File: src/rtl/i2c_master_ctrl_if.sv
// i2c_master_ctrl_if: request/response and pad bundle for the single-byte I2C master.
//   Requester side : start, addr[6:0], rw, wdata[7:0] in; busy, done, ack_err, rdata[7:0] out
//   Pad side       : scl, sda_oe out; sda_in (and scl_in when I2C_CLK_STRETCH_EN) in
// modport master is the controller itself; modport slave is whatever drives/observes it.
// Optional feature macro: I2C_CLK_STRETCH_EN adds the scl_in pad-sense signal.
interface i2c_master_ctrl_if;
    logic       start;
    logic [6:0] addr;
    logic       rw;
    logic [7:0] wdata;
    logic       sda_in;
`ifdef I2C_CLK_STRETCH_EN
    logic       scl_in;
`endif
    logic       scl;
    logic       sda_oe;
    logic       busy;
    logic       done;
    logic       ack_err;
    logic [7:0] rdata;

`ifdef I2C_CLK_STRETCH_EN
    modport master (
        input  start, addr, rw, wdata, sda_in, scl_in,
        output scl, sda_oe, busy, done, ack_err, rdata
    );
    modport slave (
        output start, addr, rw, wdata, sda_in, scl_in,
        input  scl, sda_oe, busy, done, ack_err, rdata
    );
`else
    modport master (
        input  start, addr, rw, wdata, sda_in,
        output scl, sda_oe, busy, done, ack_err, rdata
    );
    modport slave (
        output start, addr, rw, wdata, sda_in,
        input  scl, sda_oe, busy, done, ack_err, rdata
    );
`endif
endinterface

File: src/rtl/i2c_master_ctrl.sv
// i2c_master_ctrl: single-byte I2C master. One request runs START, {addr,rw}, address ACK,
// one data byte, data ACK/NACK, STOP. SCL comes from an internal quarter-period counter.
//   clk  : system clock, rising edge
//   rst  : asynchronous active-low reset
//   bus  : i2c_master_ctrl_if.master (start/addr/rw/wdata/sda_in in;
//          scl/sda_oe/busy/done/ack_err/rdata out)
// Parameter QUARTER: clk cycles per SCL quarter-period (>= 1); one bit slot = 4*QUARTER clks.
// Optional feature macro: I2C_CLK_STRETCH_EN -- honour slave clock stretching via bus.scl_in.
module i2c_master_ctrl #(
    parameter int unsigned QUARTER = 1
) (
    input logic               clk,
    input logic               rst,
    i2c_master_ctrl_if.master bus
);
    localparam int unsigned      TickW    = (QUARTER > 1) ? $clog2(QUARTER) : 1;
    localparam logic [TickW-1:0] TickLast = TickW'(QUARTER - 1);

    localparam logic [2:0] StIdle  = 3'd0;
    localparam logic [2:0] StStart = 3'd1;
    localparam logic [2:0] StAddr  = 3'd2;
    localparam logic [2:0] StAck1  = 3'd3;
    localparam logic [2:0] StData  = 3'd4;
    localparam logic [2:0] StAck2  = 3'd5;
    localparam logic [2:0] StStop  = 3'd6;

    logic [2:0]       state_q, state_d;
    logic [TickW-1:0] tick_q;
    logic [1:0]       qtr_q;
    logic [2:0]       bit_q;
    logic [7:0]       addr_rw_q;
    logic [7:0]       wdata_q;
    logic [7:0]       rx_q;
    logic [7:0]       rdata_q;
    logic             ack_err_q;
    logic             done_q;

    logic stall, qtr_end, slot_end, sample, capture;
    logic scl_o, sda_oe_o;

    assign capture = (state_q == StIdle) && bus.start;

`ifdef I2C_CLK_STRETCH_EN
    // Hold on the first clk of q2 while a slave keeps SCL low; sampling stays tied to the rise.
    assign stall = (state_q != StIdle) && (qtr_q == 2'd2) && (tick_q == '0) && !bus.scl_in;
`else
    assign stall = 1'b0;
`endif

    assign qtr_end  = (state_q != StIdle) && (tick_q == TickLast) && !stall;
    assign slot_end = qtr_end && (qtr_q == 2'd3);
    assign sample   = qtr_end && (qtr_q == 2'd2);

    always_comb begin
        state_d = state_q;
        case (state_q)
            StIdle:  if (bus.start) state_d = StStart;
            StStart: if (slot_end) state_d = StAddr;
            StAddr:  if (slot_end && bit_q == 3'd7) state_d = StAck1;
            // ack_err_q was set by the ACK1 sample one quarter earlier
            StAck1:  if (slot_end) state_d = ack_err_q ? StStop : StData;
            StData:  if (slot_end && bit_q == 3'd7) state_d = StAck2;
            StAck2:  if (slot_end) state_d = StStop;
            StStop:  if (slot_end) state_d = StIdle;
            default: state_d = StIdle;
        endcase
    end

    always_ff @(posedge clk or negedge rst) begin
        if (!rst) begin
            state_q <= StIdle;
            tick_q  <= '0;
            qtr_q   <= 2'd0;
            bit_q   <= 3'd0;
        end else begin
            state_q <= state_d;
            if (state_d != state_q || state_q == StIdle) begin
                tick_q <= '0;
                qtr_q  <= 2'd0;
                bit_q  <= 3'd0;
            end else if (qtr_end) begin
                tick_q <= '0;
                qtr_q  <= qtr_q + 2'd1;
                if (qtr_q == 2'd3) bit_q <= bit_q + 3'd1;
            end else if (!stall) begin
                tick_q <= tick_q + TickW'(1);
            end
        end
    end

    always_ff @(posedge clk or negedge rst) begin
        if (!rst) begin
            addr_rw_q <= 8'h00;
            wdata_q   <= 8'h00;
            rx_q      <= 8'h00;
            rdata_q   <= 8'h00;
            ack_err_q <= 1'b0;
            done_q    <= 1'b0;
        end else begin
            done_q <= (state_q == StStop) && slot_end;
            if (capture) begin
                addr_rw_q <= {bus.addr, bus.rw};
                wdata_q   <= bus.wdata;
                ack_err_q <= 1'b0;
            end
            if (sample) begin
                case (state_q)
                    StAck1:  if (bus.sda_in) ack_err_q <= 1'b1;
                    StAck2:  if (!addr_rw_q[0] && bus.sda_in) ack_err_q <= 1'b1;
                    StData:  if (addr_rw_q[0]) rx_q <= {rx_q[6:0], bus.sda_in};
                    default: ;
                endcase
            end
            // On a read, ack_err can only come from ACK1, so clear means a real data byte
            if ((state_q == StStop) && slot_end && addr_rw_q[0] && !ack_err_q) begin
                rdata_q <= rx_q;
            end
        end
    end

    always_comb begin
        scl_o    = 1'b1;
        sda_oe_o = 1'b0;
        case (state_q)
            StStart: begin
                scl_o    = (qtr_q != 2'd3);
                sda_oe_o = qtr_q[1];
            end
            StAddr: begin
                scl_o    = qtr_q[1];
                sda_oe_o = ~addr_rw_q[3'd7 - bit_q];
            end
            StAck1, StAck2: begin
                scl_o    = qtr_q[1];
                sda_oe_o = 1'b0;
            end
            StData: begin
                scl_o    = qtr_q[1];
                sda_oe_o = ~addr_rw_q[0] & ~wdata_q[3'd7 - bit_q];
            end
            StStop: begin
                scl_o    = (qtr_q != 2'd0);
                sda_oe_o = ~qtr_q[1];
            end
            default: begin
                scl_o    = 1'b1;
                sda_oe_o = 1'b0;
            end
        endcase
    end

    assign bus.scl     = scl_o;
    assign bus.sda_oe  = sda_oe_o;
    assign bus.busy    = (state_q != StIdle);
    assign bus.done    = done_q;
    assign bus.ack_err = ack_err_q;
    assign bus.rdata   = rdata_q;
endmodule
File: src/flat_wrapper.sv
// flat-port wrapper written by rule: the top's interface ports become plain ports
module i2c_master_ctrl_flat 
#(
    parameter int unsigned QUARTER = 1
)
  (clk, rst, bus_start, bus_addr, bus_rw, bus_wdata, bus_sda_in, bus_scl, bus_sda_oe, bus_busy, bus_done, bus_ack_err, bus_rdata);
  i2c_master_ctrl_if bus_i ();
  input logic clk;
  input logic rst;
  input wire logic [$bits(bus_i.start)-1:0] bus_start;
  input wire logic [$bits(bus_i.addr)-1:0] bus_addr;
  input wire logic [$bits(bus_i.rw)-1:0] bus_rw;
  input wire logic [$bits(bus_i.wdata)-1:0] bus_wdata;
  input wire logic [$bits(bus_i.sda_in)-1:0] bus_sda_in;
  output wire logic [$bits(bus_i.scl)-1:0] bus_scl;
  output wire logic [$bits(bus_i.sda_oe)-1:0] bus_sda_oe;
  output wire logic [$bits(bus_i.busy)-1:0] bus_busy;
  output wire logic [$bits(bus_i.done)-1:0] bus_done;
  output wire logic [$bits(bus_i.ack_err)-1:0] bus_ack_err;
  output wire logic [$bits(bus_i.rdata)-1:0] bus_rdata;
  assign bus_i.start = bus_start;
  assign bus_i.addr = bus_addr;
  assign bus_i.rw = bus_rw;
  assign bus_i.wdata = bus_wdata;
  assign bus_i.sda_in = bus_sda_in;
  assign bus_scl = bus_i.scl;
  assign bus_sda_oe = bus_i.sda_oe;
  assign bus_busy = bus_i.busy;
  assign bus_done = bus_i.done;
  assign bus_ack_err = bus_i.ack_err;
  assign bus_rdata = bus_i.rdata;
  i2c_master_ctrl #(.QUARTER(QUARTER)) u_core (.clk(clk), .rst(rst), .bus(bus_i));
endmodule
File: config.mk
export PLATFORM = sky130hd
export DESIGN_NAME = i2c_master_ctrl_flat
export DESIGN_NICKNAME = d
export VERILOG_FILES = /design/src/rtl/i2c_master_ctrl_if.sv /design/src/rtl/i2c_master_ctrl.sv /design/src/flat_wrapper.sv
export SDC_FILE = /design/constraint.sdc
export NUM_CORES = 1
export LEC_CHECK = 0
export ABC_AREA = 1
export BUFFER_PORTS_ARGS = -buffer_cell sky130_fd_sc_hd__buf_2
export CAP_MARGIN = 20
export CORE_MARGIN = 2
export CORE_UTILIZATION = 55
export DETAILED_ROUTE_END_ITERATION = 10
export PLACE_DENSITY = 0.77
export SYNTH_ARGS = -nofsm -noshare
export SYNTH_HDL_FRONTEND = slang
export SYNTH_SLANG_ARGS = --single-unit
File: constraint.sdc
create_clock -name clk -period 2.4 [get_ports clk]
set_input_delay 0.48 -clock clk [delete_from_list [all_inputs] [get_ports clk]]
set_output_delay 0.48 -clock clk [all_outputs]
set_load 0.05 [all_outputs]
# Word-level counts from Yosys, hierarchy flattened
# Index checks and enable logic that the tools add are counted.
word_totals:
  ff_bits: 43
  in_bits: 20
  output_inout_bits: 13
  elab_cells: 79
classes:
  add_sub_neg: 4
  magnitude_cmp: 1
  n_eq_ne: 11
  n_mux: 27
  bitwise_logic: 6
  n_reduce_logical: 20
op_table:
  columns: ["operator", "n"]
  rows:
  - ["2-to-1 mux 3 bit", 10]
  - ["case mux 3 bit (7 select lines)", 1]
  - ["== test 3 bit (second input constant)", 4]
  - ["logical AND 1 bit", 9]
  - ["2-to-1 mux 1 bit", 8]
  - ["binary-select mux 1 bit (select 3 bit)", 2]
  - ["== test 3 x 2 -> 1 bit (second input constant)", 2]
  - ["2-to-1 mux 2 bit", 3]
  - ["nonzero test 2 bit", 3]
  - ["NOT 1 bit", 5]
  - ["== test 2 bit (second input constant)", 2]
  - ["less-than comparator 3 x 4 -> 1 bit (second input constant)", 1]
  - ["case mux 1 bit (4 select lines)", 1]
  - ["OR reduction 4 bit", 1]
  - ["adder 3 x 1 -> 3 bit (second input constant)", 1]
  - ["== test 3 x 1 -> 1 bit (second input constant)", 1]
  - ["zero test 3 bit", 1]
  - ["!= test 3 bit", 1]
  - ["case mux 1 bit (3 select lines)", 1]
  - ["AND reduction 3 bit", 1]
  - ["nonzero test 3 bit", 1]
  - ["subtractor 3 bit (first input constant)", 1]
  - ["adder 2 x 1 -> 2 bit (second input constant)", 1]
  - ["zero test 1 bit", 2]
  - ["6 further kinds", 6]

# Longest topological paths before layout
# Gate-level depths: netlist of the first run.
logic_depth:
  depth_word: 10
  mapped_depth: 11
  mapped_depth_nobuf: 10

# Worst setup path after synthesis of the first run
# Ideal clock, no wire load.
synth_path:
  kind: "flip-flop to output port"
  from: "register u_core.state_q[0]"
  to: "output bus_scl"
  arrival_time_ps: 1795
  required_time_ps: 1920
  path_slack_ps: 125
  path_stages_with_launch: 7
  path_buffers: 1
  path_cell_list: "dfrtp_1 buf_6 inv_1 nand2_1 nor2_1 inv_1 o221ai_1"
synth_between:
  elab_chain_cells: 3
  elab_cells_between_ends: 8
  cone_classes: "eq/ne: 6; mux: 1; reduce/logical: 1"
synth_lines:
  columns: ["item", "line_no", "source"]
  rows:
  - ["start: declaration", "i2c_master_ctrl.sv:27", "logic [2:0] state_q, state_d;"]
  - ["start signal: assignment", "i2c_master_ctrl.sv:71", "state_q <= StIdle;"]
  - ["start signal: assignment", "i2c_master_ctrl.sv:76", "state_q <= state_d;"]
  - ["== test 3 x 2 -> 1 bit or == test 3 bit (tied branches)", "i2c_master_ctrl.sv:124", "case (state_q)"]
  - ["OR reduction 4 bit (no line)", null, null]
  - ["case mux 1 bit (3 select lines) *", "i2c_master_ctrl.sv:124", null]
  - ["end: declaration", "flat_wrapper.sv:15", "output wire logic [$bits(bus_i.scl)-1:0] bus_scl;"]
# Every way passes the cells marked *; elsewhere a longest branch is shown, timed or not.

# Final worst setup path of the first run
# Ends and elaborated chain as after synthesis.

==> results of run 1 <==
[through the flow]
| stage | cell area (sq um) | setup slack [ns] | std cells | utilization, % |
|---|---|---|---|---|
| after global routing | 2522 | -0.01759 | 310 | 67.38 |
| after detailed placement | 2370 | 0.3034 | 302 | 63.30 |
| after global placement | 2370 | 0.3307 | 302 | 63.30 |
| after CTS | 2504 | 0.02492 | 310 | 66.88 |
| final | 2522 | 0.1225 | 310 | 67.38 |
| after floorplan | 2181 | 0.1254 | 224 | - |
[worst paths after layout]
path                                startpoint             endpoint  cells after the start
min                                        rst      u_core.bit_q[1]                      1
min in group clk                   bus_addr[3]  u_core.addr_rw_q[4]                      2
max reg2reg                  u_core.state_q[2]      u_core.bit_q[2]                      9
max in group asynchronous                  rst  u_core.bus.rdata[0]                      2
min reg2reg                u_core.bus.rdata[4]  u_core.bus.rdata[4]                      2
max                          u_core.state_q[0]              bus_scl                      6
[layer usage]
metal | part of all wire (%) | routed length (um)
met2 | 48 | 2040
met3 | 3.6 | 154
met4 | 0.99 | 42
met1 | 47 | 2021
met5 | 0 | 0
[logic make-up (layout without fill, tap and decap cells)]
logic type	after synthesis	in the layout	share of synthesized area [%]
buffers and inverters	33	71	7.458
adders and majority gates	5	5	2.869
AOI/OAI and AO/OA	35	35	10.67
DFF	43	43	49.34
other	1	1	0.1720
xor gates and xnor gates	2	2	0.8034
and+or+nand+nor	89	89	20.42
muxes	16	16	8.261
[registers in the layout, indices dropped and copies added, names as in the netlist]
signal / count
u_core.state_q: 3
u_core.bus.ack_err: 1
u_core.rx_q: 8
u_core.tick_q: 1
u_core.bit_q: 3
u_core.bus.rdata: 8
u_core.wdata_q: 8
u_core.addr_rw_q: 8
u_core.bus.done: 1
u_core.qtr_q: 2
[synth_stat cells, drive strengths merged, types with 2 or more instances]
| library cell | count | area [sq um] |
|---|---|---|
| o21ai | 26 | 167.7 |
| inv | 26 | 97.60 |
| dfrtp | 43 | 1076 |
| nand2 | 47 | 196.4 |
| o211ai | 6 | 45.04 |
| buf | 6 | 61.30 |
| mux2 | 16 | 180.2 |
| nor2 | 23 | 93.84 |
| xor2 | 2 | 17.52 |
| ha | 5 | 62.56 |
| nand3 | 16 | 122.6 |
[worst reg2reg max path, delay by kind of cell (launching register included)]
family	cells	cell delay, ns
buffers and inverters	3	0.47
flip-flops	1	0.48
AND/OR/NAND/NOR	6	0.63
[what timing repair did]
item / in CTS / in global routing
endpoints found under the hold margin: 0 / 0
hold buffers: 0 / 0
gates cloned: 0 / 0
setup endpoints to repair: 1 / 2
gates resized for setup: 1 / 8
[where the power goes]
group	internal (W)	leakage, nW	switching, W
combinational	0.000320	0.591	0.000490
clock	0.000416	0.0654	0.000235
sequential	0.000885	0.552	0.000121
total	0.00162	1.21	0.000846
[layout make-up]
| cell class | count | area share [%] |
|---|---|---|
| Sequential cell | 43 | 42.71 |
| Clock buffer | 6 | 2.877 |
| Clock inverter | 2 | 2.381 |
| Multi-Input combinational cell | 148 | 37.85 |
| Inverter | 27 | 4.067 |
| Timing Repair Buffer | 36 | 7.738 |
| Tap cell | 48 | 2.381 |
==> metrics list, run 1 <==
- Status: finished, final reports clean
- The first detailed-routing pass ran for 5 iterations.
* Maxcap violations: 0
- Leakage: 1.209 nW
* Main flop type after synthesis: sky130_fd_sc_hd__dfrtp_1
- Crit path DAT: 1.80 ns
* Power density relative to cell area: about 980 mW/mm^2
- Leaving out fill and tap cells, the most frequent cell in the layout is sky130_fd_sc_hd__dfrtp_1.
- Portion of the clock cycle consumed by the worst path in the final layout: a little over nine tenths
- Fraction of met2 tracks used by global routing: between 30 and 40%
* Buffer depth of the longest clock path: 2
- Summed over all layers, the global routing overflow is 0.
- Entering global routing, the biggest net connects 21 pins.
* Die X-Extent: around 67 um
- The floorplan step set the die height to 66.97 um.
* Flop2flop setup slack: about 0.75 ns
- TritonCTS built the clock tree.
- The critical path goes through inv_1, nand2_1, nor2_2, nor3_1, o221ai_1, buf_4.
- After filler insertion, the fill cell instance count of the layout stands at 314.
* Post-Syn Nets: 249
- The total count of hold-check failures in the final report is 0.
- The tightest min-delay check is of the input pin to asynchronous set/reset pin type.
- In the final layout, flip-flops and latches occupy 0.001077 sq mm.
- The initial antenna violation count came to 0.
* Total of warnings raised by yosys: 0
- In the final design database the tool counted 286 nets.
- In the final routed layout, each cell accounts on average for 13.74 um.
- Clock buffers created by TritonCTS: 5
- Core area: about 0.0037 sq mm
* Number of diodes added for antenna fixing: 0
- Peak Freq: around 440 MHz
- Fraction of met1 tracks used by global routing: between 30 and 40%
- Yosys mapped the design onto 27 distinct sky130hd cell types.
* Routed via count divided by cell count: 5.248
* Starting density of the core: about three fifths
* Aggregate global-route resource usage: approximately 22%
- Estimated wirelength of the detail-placed design: 3164 um
- Synthesis inferred 43 register bits.
* Number of synthesized flops with an enable pin: 0
- The first global-routing pass estimated ~7300 um of wire.
* Hold WS: around 0.13 ns
- In this run the tool buffered the top-level ports with 32 buffer cells.
* Buffers & Inverters on Critical Path: 2
- For the final database, setup skew stands at about 0.0054 ns.
- Data on the critical path is required at its endpoint by ~1.9 ns.
* Cell Rows: 22
- Synthesized instance count: 224
- Via count of the first global-routing pass: between 1500 and 2000
- The detailed router finished its first iteration with 83 violations.
* Root buf cell: sky130_fd_sc_hd__clkbuf_8
* Sequential area share after synthesis: 49.34%
- Commonest cells after routing, fill and taps aside: sky130_fd_sc_hd__dfrtp_1, sky130_fd_sc_hd__nand2_1, sky130_fd_sc_hd__buf_2, sky130_fd_sc_hd__inv_1, sky130_fd_sc_hd__nor2_1
- Min Tclk post-route: ~2.3 ns
- Global routing used 5.405% of the available met3 tracks.
- The worst setup path is captured at a primary output.
- For this run, design rule violations remaining after detail routing come to 0.
* Cell type group with the largest total delay on the critical path: flip-flops
* H-tree depth reported by CTS: 2
* Clock latency on the worst-skew pair: roughly 0.29 ns
- The detail route stage leaves a number of antenna-violating nets equal to 0.
- Most used routing layer: met2
- STA classifies the critical path startpoint as a flip-flop.
* TritonCTS sink count: 43
* WS Path Type: flip-flop to primary output
* Number of max-slew violations in the final report: 0
- Total Wirelength: 4258 um
- The congestion estimate from routability-driven global placement came to ~0.96.
- Maximum vdd drop: roughly 0.00054 V
* Multi-input gate area in the final layout: 954.7 sq um
* Routed vias: 1627
- Averaged over all synthesized cells, the footprint is roughly 9.7 sq um.
- I/O pin total: 33
- Synthesis-to-finish area growth: 15.66%
- Critical-path top delay cell: sky130_fd_sc_hd__dfrtp_1
- The largest single stage delay on the critical path is 0.47 ns.
- Setup violations remaining at the end of the flow were counted as 0.
- Clock slew at reported path FFs: ~0.08 ns
- Async SR Flop Fraction: 100.0%
* Area of the die: between 0.004 and 0.005 sq mm
- Number of buffers inserted to repair setup after CTS: 0
- Setup total negative slack on the finished layout was measured at 0 ns.
- Along the worst path, the maximum fanout reaches 8.
- Final total power: 0.002467 W
* Fraction of layout cells with a size suffix above 1: 33.59%
- Cell area after technology mapping: between 0.002 and 0.0025 sq mm
(Power assumes the default switching activity.)
==> run 2: changes to the inputs <==
--- a/config.mk
+++ b/config.mk
@@ -7,7 +7,6 @@
 export LEC_CHECK = 0
 export ABC_AREA = 1
 export BUFFER_PORTS_ARGS = -buffer_cell sky130_fd_sc_hd__buf_2
-export CAP_MARGIN = 20
 export CORE_MARGIN = 2
 export CORE_UTILIZATION = 55
 export DETAILED_ROUTE_END_ITERATION = 10
==> constraint.sdc (replaced) <==
create_clock -name clk -period 2.7 [get_ports clk]
set_input_delay 0.54 -clock clk [delete_from_list [all_inputs] [get_ports clk]]
set_output_delay 0.54 -clock clk [all_outputs]
set_load 0.05 [all_outputs]
==> run 2 against run 1 <==
Core utilization decreased by 1.7 points. Sequential share of layout area increased by 1.0 points. Non-clock buffer count fell by 3. Via count is 1.4% lower. Largest cell class unchanged.
==> metrics list, run 2 (synthesized netlist as in run 1, its figures left out) <==
* Status: finished, final reports clean
- Average wire per cell in the routed design: 12.76 um (-7.1%)
- Routed vias: 1605 (-1.4%)
- Min Tclk post-route: between 2 and 2.5 ns
- The number of global-route vias before repair came to 1504 (-6.4%).
- Portion of the clock cycle consumed by the worst path in the final layout: roughly nine tenths
- The first-pass GRT wire length is 6975 um (-5.1%).
* Critical path's largest stage delay: 0.46 ns (about the same)
- Resize count post-CTS: 0 (-1)
- Hold WC Path Type: input pin to asynchronous set/reset pin
* Number of fillers in the final layout: 324 (+3.2%)
- The overflow left after global routing is 0 (unchanged).
- Critical path peak fanout: 8 (unchanged)
- Die Height: 66.97 um (unchanged)
- Starting density of the core: 58.26% (unchanged)
- The number of cell rows was 22 (unchanged).
- The required time at the endpoint of the critical path came to 2.16 ns (+0.24 ns).
- Crit path DAT: 1.93 ns (+0.13 ns)
* Worst Setup End Kind: primary output
- In this run the tightest slew margin relative to its limit is 39.12%.
- Count of final setup violators: 0 (unchanged)
* Die X-Extent: 66.97 um (unchanged)
- The insertion delay to the later sink of the worst-skew pair is 0.29 ns (about the same).
* Maximum vdd drop: 0.0005858 V (+8.1%)
- Most common cell type on the critical path: sky130_fd_sc_hd__inv_1
- Final cell area excluding filler cells: 0.002460 sq mm (-2.5%)
- The post-CTS clock slew at the launch and capture registers of the worst setup and hold paths came to 0.08 ns (about the same).
- The global routing usage summed across all routing layers is 21.35% (-0.80 points).
- Final hold violation count: 0 (unchanged)
- The initial detailed-routing violation count is 134 (+61%).
* Root buf cell: sky130_fd_sc_hd__clkbuf_8
- Core area: 0.003744 sq mm (unchanged)
* WS Path Type: flip-flop to primary output
- Area after DPL: 0.002347 sq mm (-0.95%)
- The placed wire-length estimate was 2927 um (-7.5%).
- The number of setup buffers added after CTS is 0 (unchanged).
- Synthesis-to-finish area growth: 12.79%
* Number of diodes added for antenna fixing: 0 (unchanged)
- Area of the die: 0.004485 sq mm (unchanged)
- The worst setup path is launched from a flip-flop.
- On the critical path, the stage with the largest delay is an instance of sky130_fd_sc_hd__dfrtp_1.
* I/O pin total: 33 (unchanged)
- Net count of the finished layout: 283 (-1.0%)
* H-tree depth reported by CTS: 2 (unchanged)
- The largest clock skew in the final design is 0.004220 ns (-0.001206 ns).
* Number of max-slew violations in the final report: 0 (unchanged)
* Largest net degree at the start of global routing: 44 (+110%)
- The mean number of vias per cell is 5.228 (-0.39%).
- Port Buffer Count: 32 (unchanged)
* Power density relative to cell area: 845.0 mW/mm^2 (-14%)
- Leakage: 1.188 nW (-1.7%)
* Clock buffers created by TritonCTS: 5 (unchanged)
* Hold WS: 0.3745 ns (+0.2481 ns)
- Most frequent standard cell in the layout excluding fill and tap cells: sky130_fd_sc_hd__dfrtp_1
- The total length of routed wires came to 3917 um (-8.0%).
* Total DRC errors in the routed layout: 0 (unchanged)
* Fraction of layout cells with a size suffix above 1: 31.27% (-2.3 points)
- TritonCTS sink count: 43 (unchanged)
* Hold Buf Count CTS: 0 (unchanged)
* Final total power: 0.002079 W (-16%)
- TritonCTS clock tree: built
* Antenna violations before repair: 0 (unchanged)
* RSZ-0062 raised after global routing: no
- Timing would allow up to 404.5 MHz.
* Maxcap violations: 0 (unchanged)
* Commonest cells after routing, fill and taps aside: sky130_fd_sc_hd__dfrtp_1, sky130_fd_sc_hd__nand2_1, sky130_fd_sc_hd__buf_2, sky130_fd_sc_hd__inv_1, sky130_fd_sc_hd__nor2_1
- Cell chain of the critical path: inv_1, nand2_1, nor2_1, inv_1, o221ai_1, buf_2
* Pin slew with the least headroom to its limit: just over 0.9 ns
- The length of the first detailed-routing pass in iterations was 4 (-1).
- Number of routed nets with antenna violations: 0 (unchanged)
- Buffer depth of the longest clock path: 2 (unchanged)
- The global placer's final weighted congestion came to 0.9491 (-0.65%).
* Final TNS setup: 0 ns (unchanged)
[run 2: cell count changes in the layout (fill, tap and decap cells not counted), sizes merged]
cell    change
bufinv      -1
buf         -2
clkbuf      -2
clkinv      +2
[run 2: metal layers]
layer,vias to the layer above,GRT usage [%],part of all wire [%]
li1,800,-,-
met1,747,31.78,47
met2,51,29.63,45
met3,7,5.574,6.4
met4,0,8.163,1.8
met5,-,0,0
[run 2: power by group]
group | total (W) | switching (W) | internal (W) | leakage [nW]
combinational | 0.000697 | 0.000422 | 0.000275 | 0.576
clock | 0.000488 | 0.000213 | 0.000275 | 0.0581
sequential | 0.000894 | 0.000107 | 0.000787 | 0.554
[run 2: critical path: cells and delay by family (launching register included)]
family                 cells  cell delay [ns]
and+or+nand+nor            2             0.36
AOI/OAI and AO/OA          1             0.23
buffers and inverters      3             0.58
DFF                        1             0.46
[run 2: path summary, 6_finish.rpt]
| kind | startpoint | end | slack (ns) | cells past startpoint |
|---|---|---|---|---|
| setup / recovery | u_core.state_q[0] | bus_scl | 0.23 | 6 |
| hold / removal | rst | u_core.qtr_q[0] | 0.37 | 1 |
| setup reg to reg | u_core.state_q[1] | u_core.qtr_q[0] | 0.74 | 7 |
| hold reg to reg | u_core.bus.rdata[6] | u_core.bus.rdata[6] | 0.48 | 2 |
| max in group asynchronous | rst | u_core.qtr_q[1] | 1.75 | 1 |
| min in group clk | bus_addr[1] | u_core.addr_rw_q[2] | 0.47 | 2 |
[run 2: area by class of cell]
class	instances	area (sq um)	area share [%]
flip-flops and latches	43	1076	43.74
clock inverters	3	43.79	1.780
clock buffers	5	68.82	2.798
well taps	48	60.06	2.442
inverters	27	101.3	4.120
repair buffers	33	167.7	6.816
multi-input cells	148	942.2	38.30
[run 2: per-stage QoR]
step                      setup WS [ns]  utilization, %  cells
after detailed placement         0.5596           62.70    299
final                            0.2277           65.71    307
after CTS                        0.2351           65.71    307
after global routing            0.01821           65.71    307
after floorplan                  0.3654               -    224
after global placement           0.5660           62.70    299
==> run 3: changes to the inputs <==
--- a/config.mk
+++ b/config.mk
@@ -8,9 +8,9 @@
 export ABC_AREA = 1
 export BUFFER_PORTS_ARGS = -buffer_cell sky130_fd_sc_hd__buf_2
 export CORE_MARGIN = 2
-export CORE_UTILIZATION = 55
+export CORE_UTILIZATION = 60
 export DETAILED_ROUTE_END_ITERATION = 10
-export PLACE_DENSITY = 0.77
+export PLACE_DENSITY = 0.83
 export SYNTH_ARGS = -nofsm -noshare
 export SYNTH_HDL_FRONTEND = slang
 export SYNTH_SLANG_ARGS = --single-unit
==> run 3 against run 2 <==
Worst setup slack worse by 0.055 ns. Critical path type unchanged. Cell area decreased by 2.5%. Largest power group unchanged. Cell count down 0.65%. Count of clock-buffer cells in the layout rose by 1. Highest routed layer unchanged.
==> metrics list, run 3 (synthesized netlist as in run 1, its figures left out) <==
* Cell Rows: 21 (-4.5%)
- Resize count post-CTS: 0 (unchanged)
- STA classifies the critical path endpoint as a primary output.
* Clock slew at reported path FFs: 0.12 ns (+0.04 ns)
* Clock Skew: 0.01239 ns (+0.008175 ns)
* Total DRC errors in the routed layout: 0 (unchanged)
* Part of the power in combinational logic: 36.6% (+3.1 points)
- The critical-path maximum fanout was 8 (unchanged).
- Aggregate global-route resource usage: 20.77% (-0.58 points)
- The reported max-cap violation count is 0 (unchanged).
- TritonCTS clock tree: built
- The ratio of total power to cell area is 788.7 mW/mm^2 (-6.7%).
- The flow ran to the end, and the final reports show no timing, DRC or antenna violations.
- The number of nets with antenna violations after routing was 0 (unchanged).
* Switching power share of the total: 38.65% (+3.0 points)
- The global placer's final weighted congestion came to 0.9233 (-2.7%).
- Critical-path top delay cell: sky130_fd_sc_hd__dfrtp_1
- Hold WS: 0.3162 ns (-0.05829 ns)
- Headroom to the max-slew limit: 38.37% (-0.75 points)
* Port Buffer Count: 32 (unchanged)
- The total count of hold-check failures in the final report came to 0 (unchanged).
* Int Power: 0.001161 W (-13%)
- The least setup slack across all paths after layout is 0.1728 ns (-0.05485 ns).
- The delay of the slowest cell on the worst path was 0.48 ns (+0.02 ns).
- The total power consumption of the routed design is 0.001892 W (-9.0%).
- The first-pass GRT wire length was 6651 um (-4.6%).
* Number of fillers in the final layout: 285 (-12%)
- The setup TNS was 0 ns (unchanged).
* Via count of the first global-routing pass: 1503 (-0.066%)
- The placeable core region was 0.003416 sq mm (-8.8%).
- Antenna violations before repair: 0 (unchanged)
- Timing startpoint of the critical path: u_core.state_q[0]
- Clock buffers created by TritonCTS: 5 (unchanged)
- The H-tree depth reported by CTS was 2 (unchanged).
* Number of buffers inserted to repair setup after CTS: 0 (unchanged)
- The length of the first detailed-routing pass in iterations is 4 (unchanged).
- The worst setup path is launched from a flip-flop.
- The clock network power share was 16.2% (-7.3 points).
- Fraction of layout cells with a size suffix above 1: 30.89% (-0.39 points)
- In this design, the critical path's most frequently occurring cell is sky130_fd_sc_hd__inv_1.
- The maximum clock path buffer count came to 2 (unchanged).
* TritonCTS sink count: 43 (unchanged)
* Pin slew with the least headroom to its limit: 0.9244 ns (+0.01124 ns)
* RSZ-0062 raised after global routing: no
* Estimated wirelength of the detail-placed design: 2878 um (-1.7%)
- The library cell used most frequently in the layout, excluding fill and tap cells, is sky130_fd_sc_hd__dfrtp_1.
- Synthesis-to-finish area growth: 9.983%
- I/O pin total: 33 (unchanged)
- WS Path Type: flip-flop to primary output
- The max-slew violation count was 0 (unchanged).
* Count of final setup violators: 0 (unchanged)
- The number of inserted diodes was 0 (unchanged).
- Violation count after the first detailed-routing iteration: 142 (+6.0%)
* Crit path DAT: 1.99 ns (+0.06 ns)
- The insertion delay to the later sink of the worst-skew pair came to 0.35 ns (+0.06 ns).
- The critical path goes through inv_1, nand2_1, nor2_1, inv_1, o221ai_1, buf_2.
- Leakage: 1.158 nW (-2.5%)
* Die Height: 64.29 um (-4.0%)
- Power dissipated by switching net loads: 0.0007311 W (-1.4%)
- The min-delay analysis places its worst path in the category input pin to asynchronous set/reset pin.
- The portion of total power attributed to sequential cells is 47.2% (+4.2 points).
- Hold Buf Count CTS: 0 (unchanged)
- Starting density of the core: 63.85% (+5.6 points)
- The area of the die came to 0.004133 sq mm (-7.8%).
- Total congestion overflow: 0 (unchanged)
- The worst slack at placement came to 0.5677 ns (+0.008103 ns).
* Net count of the finished layout: 283 (unchanged)
- Worst flop-to-flop path startpoint: u_core.state_q[2]
- The final worst-path cycle share was 93.60% (+2.0 points).
- The routed length per placed instance was 12.50 um (-2.1%).
- In the layout the commonest cells are sky130_fd_sc_hd__dfrtp_1, sky130_fd_sc_hd__nand2_1, sky130_fd_sc_hd__buf_2, sky130_fd_sc_hd__inv_1, sky130_fd_sc_hd__nor2_1.
* Peak Freq: 395.7 MHz (-2.2%)
- The final design utilization is 70.22% (+4.5 points).
- Largest net degree at the start of global routing: 44 (unchanged)
* Die X-Extent: 64.29 um (-4.0%)
* Min Tclk post-route: 2.527 ns (+0.05485 ns)
- Root buf cell: sky130_fd_sc_hd__clkbuf_4
- The required time at the endpoint of the critical path was 2.16 ns (about the same).
- Maximum vdd drop: 0.0005092 V (-13%)
- Routed vias: 1607 (+0.12%)
- Total Wirelength: 3811 um (-2.7%)
* Routed via count divided by cell count: 5.269 (+0.78%)
[run 3: worst paths after layout]
path                                  endpoint  slack (ns)  depth (start not counted)
setup / recovery                       bus_scl        0.17                          6
max in group asynchronous      u_core.qtr_q[1]        1.81                          1
setup reg to reg             u_core.wdata_q[1]        0.75                          6
hold / removal               u_core.wdata_q[3]        0.32                          1
min in group clk             u_core.wdata_q[7]        0.41                          2
hold reg to reg            u_core.bus.rdata[0]        0.49                          2
[run 3: final cells by class]
type,count,area [sq um],share of cell area [%]
multi-input combinational,148,942.2,39.28
inverter,27,101.3,4.225
timing repair buffer,33,167.7,6.990
sequential,43,1076,44.86
tap,46,57.56,2.400
clock inverter,2,12.51,0.5216
clock buffer,6,41.29,1.721
[run 3: per-stage QoR]
stage / cell area [sq um] / instances
floorplan: 2181 / 224
global placement: 2345 / 297
detailed placement: 2345 / 297
CTS: 2399 / 305
global route: 2399 / 305
finish: 2399 / 305
[run 3: per-layer routing]
layer / vias up / part of all wire (%) / GRT usage (%)
li1: 799 / - / -
met1: 751 / 45 / 27.75
met5: - / 0 / 0
met2: 48 / 47 / 33.07
met3: 9 / 5.9 / 4.225
met4: 0 / 1.7 / 8.777
[run 3: critical path: cells and delay by family (launching register included)]
family                 cells  cell delay, ns
AO/OA/AOI/OAI              1            0.23
buffers and inverters      3            0.60
flip-flops                 1            0.48
AND/OR/NAND/NOR            2            0.34
[run 3: power by group through the flow]
stage / Sequential (W) / Clock (W) / Combinational (W)
after floorplan: 0.000858 / 0 / 0.000606
after global placement: 0.000900 / 0 / 0.000684
after detailed placement: 0.000904 / 0 / 0.000695
after CTS: 0.000891 / 0.000311 / 0.000698
after global routing: 0.000906 / 0.000342 / 0.000765
final: 0.000892 / 0.000307 / 0.000692
